===== src/rtl/servo_ramp_if.sv =====
// Command port bundle for the servo ramp scheduler: valid/ready handshake,
// target channel/width and the error pulse for out-of-range channels.
interface servo_ramp_if;
    logic        cmd_valid;
    logic        cmd_ready;
    logic [2:0]  cmd_ch;
    logic [15:0] cmd_width_us;
    logic        cmd_err;

    modport master (
        output cmd_valid,
        output cmd_ch,
        output cmd_width_us,
        input  cmd_ready,
        input  cmd_err
    );

    modport slave (
        input  cmd_valid,
        input  cmd_ch,
        input  cmd_width_us,
        output cmd_ready,
        output cmd_err
    );
endinterface


===== src/rtl/servo_ramp_scheduler.sv =====
// Rate-limited servo target scheduler. Once per update tick a single step
// unit walks all channels, moving each width toward its clamped target.
// Optional feature macro: SERVO_RAMP_EN (defined = slew by at most STEP_US
// per sweep; undefined = width jumps straight to target on each sweep).
module servo_ramp_scheduler #(
    parameter int NUM_CH    = 5,
    parameter int CLK_HZ    = 50_000_000,
    parameter int UPDATE_HZ = 200,
    parameter int STEP_US   = 10,
    parameter int MIN_US    = 1000,
    parameter int MAX_US    = 2000,
    parameter int CENTER_US = 1500
) (
    input  logic                 clk,
    input  logic                 rst_n,
    servo_ramp_if.slave          cmd,
    output logic [16*NUM_CH-1:0] width_us,
    output logic [NUM_CH-1:0]    at_target,
    output logic                 busy
);

    localparam int DIV   = CLK_HZ / UPDATE_HZ;
    localparam int CNT_W = $clog2(DIV);

    // The sweep must finish before the next tick, and the channel index is 3 bits.
    if (DIV <= NUM_CH + 1 || NUM_CH < 1 || NUM_CH > 8 || STEP_US < 1) begin : g_bad_params
        $error("servo_ramp_scheduler: invalid parameter set");
    end

    typedef enum logic {IDLE, SWEEP} state_t;

    state_t           state, state_nxt;
    logic [2:0]       k, k_nxt;
    logic [CNT_W-1:0] div_cnt;
    logic             tick;
    logic             accept;
    logic             ch_ok;
    logic             err;
    logic [15:0]      width  [NUM_CH];
    logic [15:0]      target [NUM_CH];

    function automatic logic [15:0] clamp_us(input logic [15:0] v);
        if (v < 16'(MIN_US))      return 16'(MIN_US);
        else if (v > 16'(MAX_US)) return 16'(MAX_US);
        else                      return v;
    endfunction

`ifdef SERVO_RAMP_EN
    localparam logic signed [16:0] STEP_S = 17'(STEP_US);

    // Both operands lie in [MIN_US, MAX_US] and the step never overshoots,
    // so the result stays inside the clamp range.
    function automatic logic [15:0] ramp_step(input logic [15:0] cur, input logic [15:0] tgt);
        logic signed [16:0] diff;
        diff = $signed({1'b0, tgt}) - $signed({1'b0, cur});
        if (diff > STEP_S)       return cur + 16'(STEP_US);
        else if (diff < -STEP_S) return cur - 16'(STEP_US);
        else                     return tgt;
    endfunction
`endif

    assign tick          = (div_cnt == CNT_W'(DIV - 1));
    assign cmd.cmd_ready = (state == IDLE);
    assign busy          = (state == SWEEP);
    assign accept        = cmd.cmd_valid && (state == IDLE);
    assign ch_ok         = (int'(cmd.cmd_ch) < NUM_CH);
    assign cmd.cmd_err   = err;

    // Free-running update-tick divider, independent of the FSM.
    always_ff @(posedge clk or negedge rst_n) begin
        if (!rst_n)    div_cnt <= '0;
        else if (tick) div_cnt <= '0;
        else           div_cnt <= div_cnt + CNT_W'(1);
    end

    // FSM state and sweep channel index registers.
    always_ff @(posedge clk or negedge rst_n) begin
        if (!rst_n) begin
            state <= IDLE;
            k     <= '0;
        end else begin
            state <= state_nxt;
            k     <= k_nxt;
        end
    end

    // Next-state logic: one tick starts a sweep of exactly NUM_CH cycles.
    always_comb begin
        state_nxt = state;
        k_nxt     = k;
        case (state)
            IDLE: begin
                k_nxt = '0;
                if (tick) state_nxt = SWEEP;
            end
            SWEEP: begin
                k_nxt = k + 3'd1;
                if (k == 3'(NUM_CH - 1)) begin
                    state_nxt = IDLE;
                    k_nxt     = '0;
                end
            end
            default: state_nxt = IDLE;
        endcase
    end

    // Error pulse for accepted commands addressing a nonexistent channel.
    always_ff @(posedge clk or negedge rst_n) begin
        if (!rst_n) err <= 1'b0;
        else        err <= accept && !ch_ok;
    end

    // Target capture on handshake and width update for the channel being swept.
    always_ff @(posedge clk or negedge rst_n) begin
        if (!rst_n) begin
            for (int i = 0; i < NUM_CH; i++) begin
                width[i]  <= 16'(CENTER_US);
                target[i] <= 16'(CENTER_US);
            end
        end else begin
            for (int i = 0; i < NUM_CH; i++) begin
                if (accept && cmd.cmd_ch == 3'(i))
                    target[i] <= clamp_us(cmd.cmd_width_us);
                if (state == SWEEP && k == 3'(i)) begin
`ifdef SERVO_RAMP_EN
                    width[i] <= ramp_step(width[i], target[i]);
`else
                    width[i] <= target[i];
`endif
                end
            end
        end
    end

    // Pack widths onto the output bus and flag channels that have arrived.
    always_comb begin
        width_us  = '0;
        at_target = '0;
        for (int i = 0; i < NUM_CH; i++) begin
            width_us[16*i +: 16] = width[i];
            at_target[i]         = (width[i] == target[i]);
        end
    end

endmodule


===== src/flat_wrapper.sv =====
// flat-port wrapper written by rule: the top's interface ports become plain ports
module servo_ramp_scheduler_flat 
#(
    parameter int NUM_CH    = 5,
    parameter int CLK_HZ    = 50_000_000,
    parameter int UPDATE_HZ = 200,
    parameter int STEP_US   = 10,
    parameter int MIN_US    = 1000,
    parameter int MAX_US    = 2000,
    parameter int CENTER_US = 1500
)
  (clk, rst_n, width_us, at_target, busy, cmd_cmd_valid, cmd_cmd_ch, cmd_cmd_width_us, cmd_cmd_ready, cmd_cmd_err);
  servo_ramp_if cmd_i ();
  input  logic clk;
  input  logic rst_n;
  output logic [16*NUM_CH-1:0] width_us;
  output logic [NUM_CH-1:0] at_target;
  output logic busy;
  input wire logic [$bits(cmd_i.cmd_valid)-1:0] cmd_cmd_valid;
  input wire logic [$bits(cmd_i.cmd_ch)-1:0] cmd_cmd_ch;
  input wire logic [$bits(cmd_i.cmd_width_us)-1:0] cmd_cmd_width_us;
  output wire logic [$bits(cmd_i.cmd_ready)-1:0] cmd_cmd_ready;
  output wire logic [$bits(cmd_i.cmd_err)-1:0] cmd_cmd_err;
  assign cmd_i.cmd_valid = cmd_cmd_valid;
  assign cmd_i.cmd_ch = cmd_cmd_ch;
  assign cmd_i.cmd_width_us = cmd_cmd_width_us;
  assign cmd_cmd_ready = cmd_i.cmd_ready;
  assign cmd_cmd_err = cmd_i.cmd_err;
  servo_ramp_scheduler #(.NUM_CH(NUM_CH), .CLK_HZ(CLK_HZ), .UPDATE_HZ(UPDATE_HZ), .STEP_US(STEP_US), .MIN_US(MIN_US), .MAX_US(MAX_US), .CENTER_US(CENTER_US)) u_core (.clk(clk), .rst_n(rst_n), .cmd(cmd_i), .width_us(width_us), .at_target(at_target), .busy(busy));
endmodule

===== config.mk =====
export PLATFORM = sky130hd
export DESIGN_NAME = servo_ramp_scheduler_flat
export DESIGN_NICKNAME = d
export VERILOG_FILES = /design/src/rtl/servo_ramp_if.sv /design/src/rtl/servo_ramp_scheduler.sv /design/src/flat_wrapper.sv
export SDC_FILE = /design/constraint.sdc
export NUM_CORES = 1
export LEC_CHECK = 0
export BUFFER_PORTS_ARGS = -buffer_cell sky130_fd_sc_hd__buf_4
export CAP_MARGIN = 25
export CORE_ASPECT_RATIO = 1.75
export CORE_UTILIZATION = 35
export CTS_CLUSTER_SIZE = 20
export DETAILED_ROUTE_END_ITERATION = 12
export PLACE_DENSITY = 0.49
export SYNTH_ARGS = -nofsm -noshare
export SYNTH_HDL_FRONTEND = slang
export SYNTH_SLANG_ARGS = --single-unit

===== constraint.sdc =====
create_clock -name clk -period 2.6 [get_ports clk]
set_clock_uncertainty 0.2 [all_clocks]
set_input_delay 0.13 -clock clk [delete_from_list [all_inputs] [get_ports clk]]
set_output_delay 0.13 -clock clk [all_outputs]
set_load 0.01 [all_outputs]

Word-level counts from Yosys, hierarchy flattened
Cells that the tools add are included.
{"block": "classes", "bitwise": 1, "n_reduce_logical": 15, "magnitude_cmp": 3, "eq_ne": 14, "addsub": 2, "mux": 8}
{"cell": "$eq A16 B16 Y1", "n": 5}
{"cell": "$mux W16", "n": 2}
{"cell": "$add A18 B1 Y18 const B", "n": 1}
{"cell": "$eq A18 B18 Y1 const B", "n": 1}
{"cell": "$mux W18", "n": 1}
{"cell": "$gt A16 B11 Y1 const B", "n": 1}
{"cell": "$lt A16 B10 Y1 const B", "n": 1}
{"cell": "$eq A3 B2 Y1 const B", "n": 4}
{"cell": "$logic_and A1 B1 Y1", "n": 12}
{"cell": "$eq A3 B1 Y1 const B", "n": 2}
{"cell": "$eq A3 B3 Y1 const B", "n": 2}
{"cell": "$logic_not A3 Y1", "n": 2}
{"cell": "$pmux W3 S2", "n": 1}
{"cell": "$add A3 B1 Y3 const B", "n": 1}
{"cell": "$lt A3 B3 Y1 const B", "n": 1}
{"cell": "$mux W3", "n": 1}
{"cell": "$mux W1", "n": 2}
{"cell": "$pmux W1 S2", "n": 1}
{"cell": "$logic_not A1 Y1", "n": 1}
{"cell": "$not A1 Y1", "n": 1}
{"block": "word_totals", "inputBits": 22, "output_inout_bits": 88, "reg_bits": 183, "word_cells": 57}

Longest topological paths before layout
{"block": "logic_depth", "word_depth": 3, "ltp_mapped": 6, "ltp_nobuf": 5}

Worst setup path after synthesis
No wires, ideal clock.
{"block": "synth_timing", "path_type": "reg-to-reg", "start": "register u_core.state, in the netlist u_core.busy", "end": "register u_core.target[53] in the netlist's numbering", "path_buffers": 1, "arrival_ps": 1703, "setup_slack_ps": 572, "setup_ps": 125, "required_ps": 2275, "synth_period_minus_slack_ps": 2028, "stages_incl_launch_ff": 5, "path_cell_list": "dfrtp_1 buf_6 or3b_4 nor3b_4 mux2_2"}
{"block": "synth_between", "elab_chain_cells": 3}
{"item": "from (decl)", "line_no": "servo_ramp_scheduler.sv:32", "rtl": "state_t state, state_nxt;"}
{"item": "from (signal assigned)", "line_no": "servo_ramp_scheduler.sv:82", "rtl": "state <= state_nxt;"}
{"item": "$not A1 Y1", "line_no": "servo_ramp_scheduler.sv:65", "rtl": "assign accept = cmd.cmd_valid && (state == IDLE);"}
{"item": "$logic_and A1 B1 Y1", "line_no": "servo_ramp_scheduler.sv:65"}
{"item": "$logic_and A1 B1 Y1", "line_no": "servo_ramp_scheduler.sv:122", "rtl": "if (accept && cmd.cmd_ch == 3'(i))"}
{"item": "to (signal, indexed assignment)", "line_no": "servo_ramp_scheduler.sv:118", "rtl": "target[i] <= 16'(CENTER_US);"}
{"item": "to (signal, indexed assignment)", "line_no": "servo_ramp_scheduler.sv:123", "rtl": "target[i] <= clamp_us(cmd.cmd_width_us);"}
{"item": "to (decl)", "line_no": "servo_ramp_scheduler.sv:40", "rtl": "logic [15:0] target [NUM_CH];"}
No other way between the ends.
A chain may end at the register's enable or synchronous reset.

Worst setup path after layout
{"block": "layout_timing", "start": "register u_core.state, in the netlist u_core.busy", "end": "register u_core.target[50] in the netlist's numbering"}
Same word-level chain as after synthesis.

==> impl_summary.txt <==
----------------------------------------------------
[STA]
  Crit path time final ... 2.406 ns
  Final hold viol count ... 0
  Total of endpoints with negative setup slack in the final report ... 0
  FMAX ... 415.7 MHz
  Actual slew at the worst max-slew pin ... 0.7187 ns
  Fin crit share ... 92.53%
  Tightest hold margin ... 0.02710 ns
  Final setup TNS ... 0 ns
  Unrepaired setup endpoints after global routing ... no
  Number of pins with negative max-slew slack in the final report ... 0
  Worst rel slew slack ... 51.97%

[Power and ir drop]
  P_int ... 4.902 mW
  Worst IR Drop VDD ... 480.2 uV
  Net switching power figure ... 1.281 mW
  Relative contribution of the clock network to total power ... 47.0%
  Total power per unit cell area ... 613.7 nW/um^2
  Standby leakage power ... 4.455 nW
  Switching portion of total power ... 20.72%
  Logic pwr share ... 4.7%
  Part of the total power dissipated in sequential elements ... 48.3%

[Route]
  First-pass detailed-route iteration total ... 4
  Per-cell routed wire length ... 18.41 um
  Vias post-DR ... 5,253
  Aggregate routed wire length ... 19,720 um
  Post-route DRC ... 0
  Vias per cell ... 4.905
  Initial DRC count ... 285
  Post-detailed-route count of antenna-violating nets ... 0

[Synthesis]
  Part of the Yosys area used for sequential elements ... 58.25%
  Post-synth net total ... 649
  Post-synth top flop ... sky130_fd_sc_hd__dfrtp_1
  Count of flip-flops with a built-in enable after synthesis ... 0
  Netlist area before placement ... 8011 um^2
  Avg Cell Area, Syn ... 12.90 um^2
  Number of unique standard cell types used by synthesis ... 44
  Register bit count reported by yosys ... 183
  Async set-reset flop share out of synthesis ... 100.0%
  Count of mapped cells out of synthesis ... 621
  Ys Warns ... 0

[Die]
  Floorplan die height ... 202.1 um
  Initial core utilization ... 36.00%
  Row count ... 72
  Die area ... 23,520 um^2
  Std-Cell Core Area ... 22,250 um^2
  Chip Width ... 116.4 um
  Io pins ... 110

[Worst setup path]
  Setup CP Type ... flip-flop to flip-flop
  Critical R2R Launch ... u_core.busy$_DFF_PN0_
  Launching element type of the critical path ... flip-flop
  Number of cells on the worst reg-to-reg path ... 5
  Largest fanout of any net on the critical path ... 7
  Worst EP arrival ... 2.58 ns
  Type of element capturing the critical path ... flip-flop
  Register-to-register setup slack ... 0.19 ns
  Reg2Reg Capture Point ... u_core.target[50]$_DFFE_PN1P_
  Worst EP required ... 2.78 ns

[Final layout]
  Share of layout cells above drive strength 1 ... 41.55%
  Ant diodes ... 0
  Most frequent cells in the layout ... sky130_fd_sc_hd__buf_4 (119), sky130_fd_sc_hd__dfrtp_1 (113), sky130_fd_sc_hd__xnor2_1 (88)
  Final instance area ... 10,080 um^2
  Final std cells w/o fill ... 1,071
  Final-stage net count ... 791
  Fill cell instance count of the final layout ... 2,089
  Area Growth Syn to Fin ... 25.77%
  Most frequent standard cell in the layout excluding fill and tap cells ... sky130_fd_sc_hd__buf_4

[Clocking]
  Clock tree from TritonCTS ... done
  Longest Clk Path Bufs ... 2
  Clock root buffer ... sky130_fd_sc_hd__clkbuf_16
  Number of instances resized during post-cts repair ... 0
  Clock latency of the later-clocked register in the worst-skew pair ... 0.43 ns
  TritonCTS Buffers ... 17
  Number of clock sinks ... 183
  Number of H-tree levels ... 4
  Clk pin slew, worst setup/hold paths ... 0.06 ns

[Place]
  Number of placed cells counting well taps ... 1,023
  Total half-perimeter wirelength after legalization and detailed placement ... 14,400 um
  Weighted congestion at the end of routability-driven global placement ... 0.7482
  I/O Buffers ... 109
  Placement-stage cell area ... 9251 um^2

[Run]
  Max-cap violation count ... 0

[Global routing]
  Global route total overflow ... 0
  Number of antenna violations at the first check in global routing ... 0
  GRT Overall Usage ... 18.15%
  Global-route wire length before repair ... 31,550 um
  Maximum number of pins on one net before global-route repair ... 58
  Via count of the first global-routing pass ... 5,532

[Hold path]
  Class of the tightest hold or removal check ... primary input to asynchronous set/reset pin

[Status]
  Result of the run ... finished, final reports clean

----------------------------------------------------
[registers in the layout, indices dropped and copies added, names as in the netlist]
| register | flops |
|---|---|
| u_core.busy | 1 |
| u_core.cmd.cmd_err | 1 |
| u_core.div_cnt | 18 |
| u_core.k | 3 |
| u_core.target | 80 |
| u_core.width_us | 80 |
[critical path: stages, from the launching register on]
cell and delay [ns]:
sky130_fd_sc_hd__dfrtp_1 0.41, sky130_fd_sc_hd__or3b_4 0.46, sky130_fd_sc_hd__nor3b_4 0.34, sky130_fd_sc_hd__nand3_2 0.22, sky130_fd_sc_hd__o21ai_1 0.16, sky130_fd_sc_hd__dlygate4sd3_1 0.56
[worst max path at each step]
stage | start | to | slack [ns] | depth (start not counted)
finish | u_core.busy$_DFF_PN0_ | u_core.target[50]$_DFFE_PN1P_ | 0.19 | 5
global route | u_core.busy$_DFF_PN0_ | u_core.target[50]$_DFFE_PN1P_ | 0.02 | 5
CTS | u_core.busy$_DFF_PN0_ | u_core.target[50]$_DFFE_PN1P_ | 0.10 | 5
detailed placement | cmd_cmd_width_us[14] | u_core.target[21]$_DFFE_PN0P_ | 0.29 | 5
global placement | cmd_cmd_width_us[14] | u_core.target[69]$_DFFE_PN0P_ | 0.29 | 5
floorplan | u_core.busy$_DFF_PN0_ | u_core.target[53]$_DFFE_PN0P_ | 0.57 | 4
[power by group through the flow]
stage                     clock [mW]  combinational [mW]  sequential, mW
after floorplan                    0               0.136            3.01
after global placement             0               0.273            3.04
after detailed placement           0               0.279            3.04
after CTS                       2.99               0.295            2.99
after global routing            3.10               0.322            3.00
final                           2.91               0.288            2.99
[layer usage]
metal / up-vias / part of all wire [%] / wire length [um] / track usage [%]
met2: 88 / 56 / 11040 / 32.40
met4: 0 / 1.7 / 341 / 6.731
met3: 24 / 3.3 / 659 / 3.508
li1: 2457 / - / - / -
met1: 2684 / 39 / 7678 / 20.99
met5: - / 0 / 0 / 0
[cells in the mapped netlist, types with 2 or more instances]
library cell | count | area (um^2)
sky130_fd_sc_hd__nor3_2 | 3 | 30.03
sky130_fd_sc_hd__nor2_1 | 27 | 101.4
sky130_fd_sc_hd__dfstp_2 | 70 | 1839
sky130_fd_sc_hd__nand2b_1 | 4 | 25.02
sky130_fd_sc_hd__clkbuf_1 | 8 | 30.03
sky130_fd_sc_hd__ha_1 | 6 | 75.07
sky130_fd_sc_hd__inv_1 | 14 | 52.55
sky130_fd_sc_hd__nor2b_1 | 8 | 50.05
sky130_fd_sc_hd__and2_1 | 16 | 100.1
sky130_fd_sc_hd__nor4b_1 | 2 | 17.52
sky130_fd_sc_hd__a21oi_1 | 11 | 55.05
sky130_fd_sc_hd__nand3b_1 | 3 | 22.52
sky130_fd_sc_hd__and2b_1 | 4 | 30.03
sky130_fd_sc_hd__nor3b_4 | 2 | 37.54
sky130_fd_sc_hd__dfrtp_1 | 113 | 2828
sky130_fd_sc_hd__nand3_2 | 3 | 30.03
sky130_fd_sc_hd__nand2_1 | 34 | 127.6
sky130_fd_sc_hd__nor4_1 | 10 | 62.56
sky130_fd_sc_hd__o21ai_1 | 3 | 15.01
sky130_fd_sc_hd__o22ai_1 | 6 | 37.54
sky130_fd_sc_hd__o21ai_0 | 14 | 70.07
sky130_fd_sc_hd__xor2_1 | 6 | 52.55
sky130_fd_sc_hd__o22a_1 | 20 | 175.2
sky130_fd_sc_hd__buf_6 | 2 | 22.52
sky130_fd_sc_hd__xnor2_1 | 88 | 770.7
sky130_fd_sc_hd__nand3_1 | 9 | 45.04
sky130_fd_sc_hd__mux2_2 | 87 | 979.7
sky130_fd_sc_hd__buf_2 | 4 | 20.02
sky130_fd_sc_hd__nand4_1 | 26 | 162.7
sky130_fd_sc_hd__and3_1 | 3 | 18.77
sky130_fd_sc_hd__nor3_1 | 2 | 10.01
[through the flow]
| stage | util (%) | setup WS, ns | total power [mW] |
|---|---|---|---|
| floorplan | - | 0.5722 | 3.149 |
| global placement | 41.58 | 0.2859 | 3.313 |
| detailed placement | 41.58 | 0.2872 | 3.320 |
| CTS | 45.18 | 0.1031 | 6.281 |
| global route | 45.28 | 0.01981 | 6.421 |
| finish | 45.28 | 0.1941 | 6.184 |
[what timing repair did]
| action | CTS | global route |
|---|---|---|
| hold buffers | 14 | 0 |
| setup buffers | 0 | 3 |
| hold endpoints to repair | 165 | 0 |
| setup endpoints to repair | 0 | 1 |
[final cells by class]
class	count	area (um^2)	area share, %
Clock buffer	22	464.2	4.607
Timing Repair Buffer	137	1105	10.96
Tap cell	296	370.4	3.676
Clock inverter	9	197.7	1.962
Inverter	14	52.55	0.5215
Sequential cell	183	4667	46.32
Multi-Input combinational cell	410	3219	31.95
[cells by family (layout without fill, tap and decap cells)]
family / after synthesis / after routing / share of synthesized area, %
compound gates: 59 / 59 / 4.967
xor+xnor: 94 / 94 / 10.28
buf+inv: 28 / 182 / 1.562
fa+ha+maj: 6 / 6 / 0.9370
flops: 183 / 183 / 58.25
simple gates: 164 / 164 / 11.78
mux: 87 / 87 / 12.23
Power figures use the tool's default switching activity.
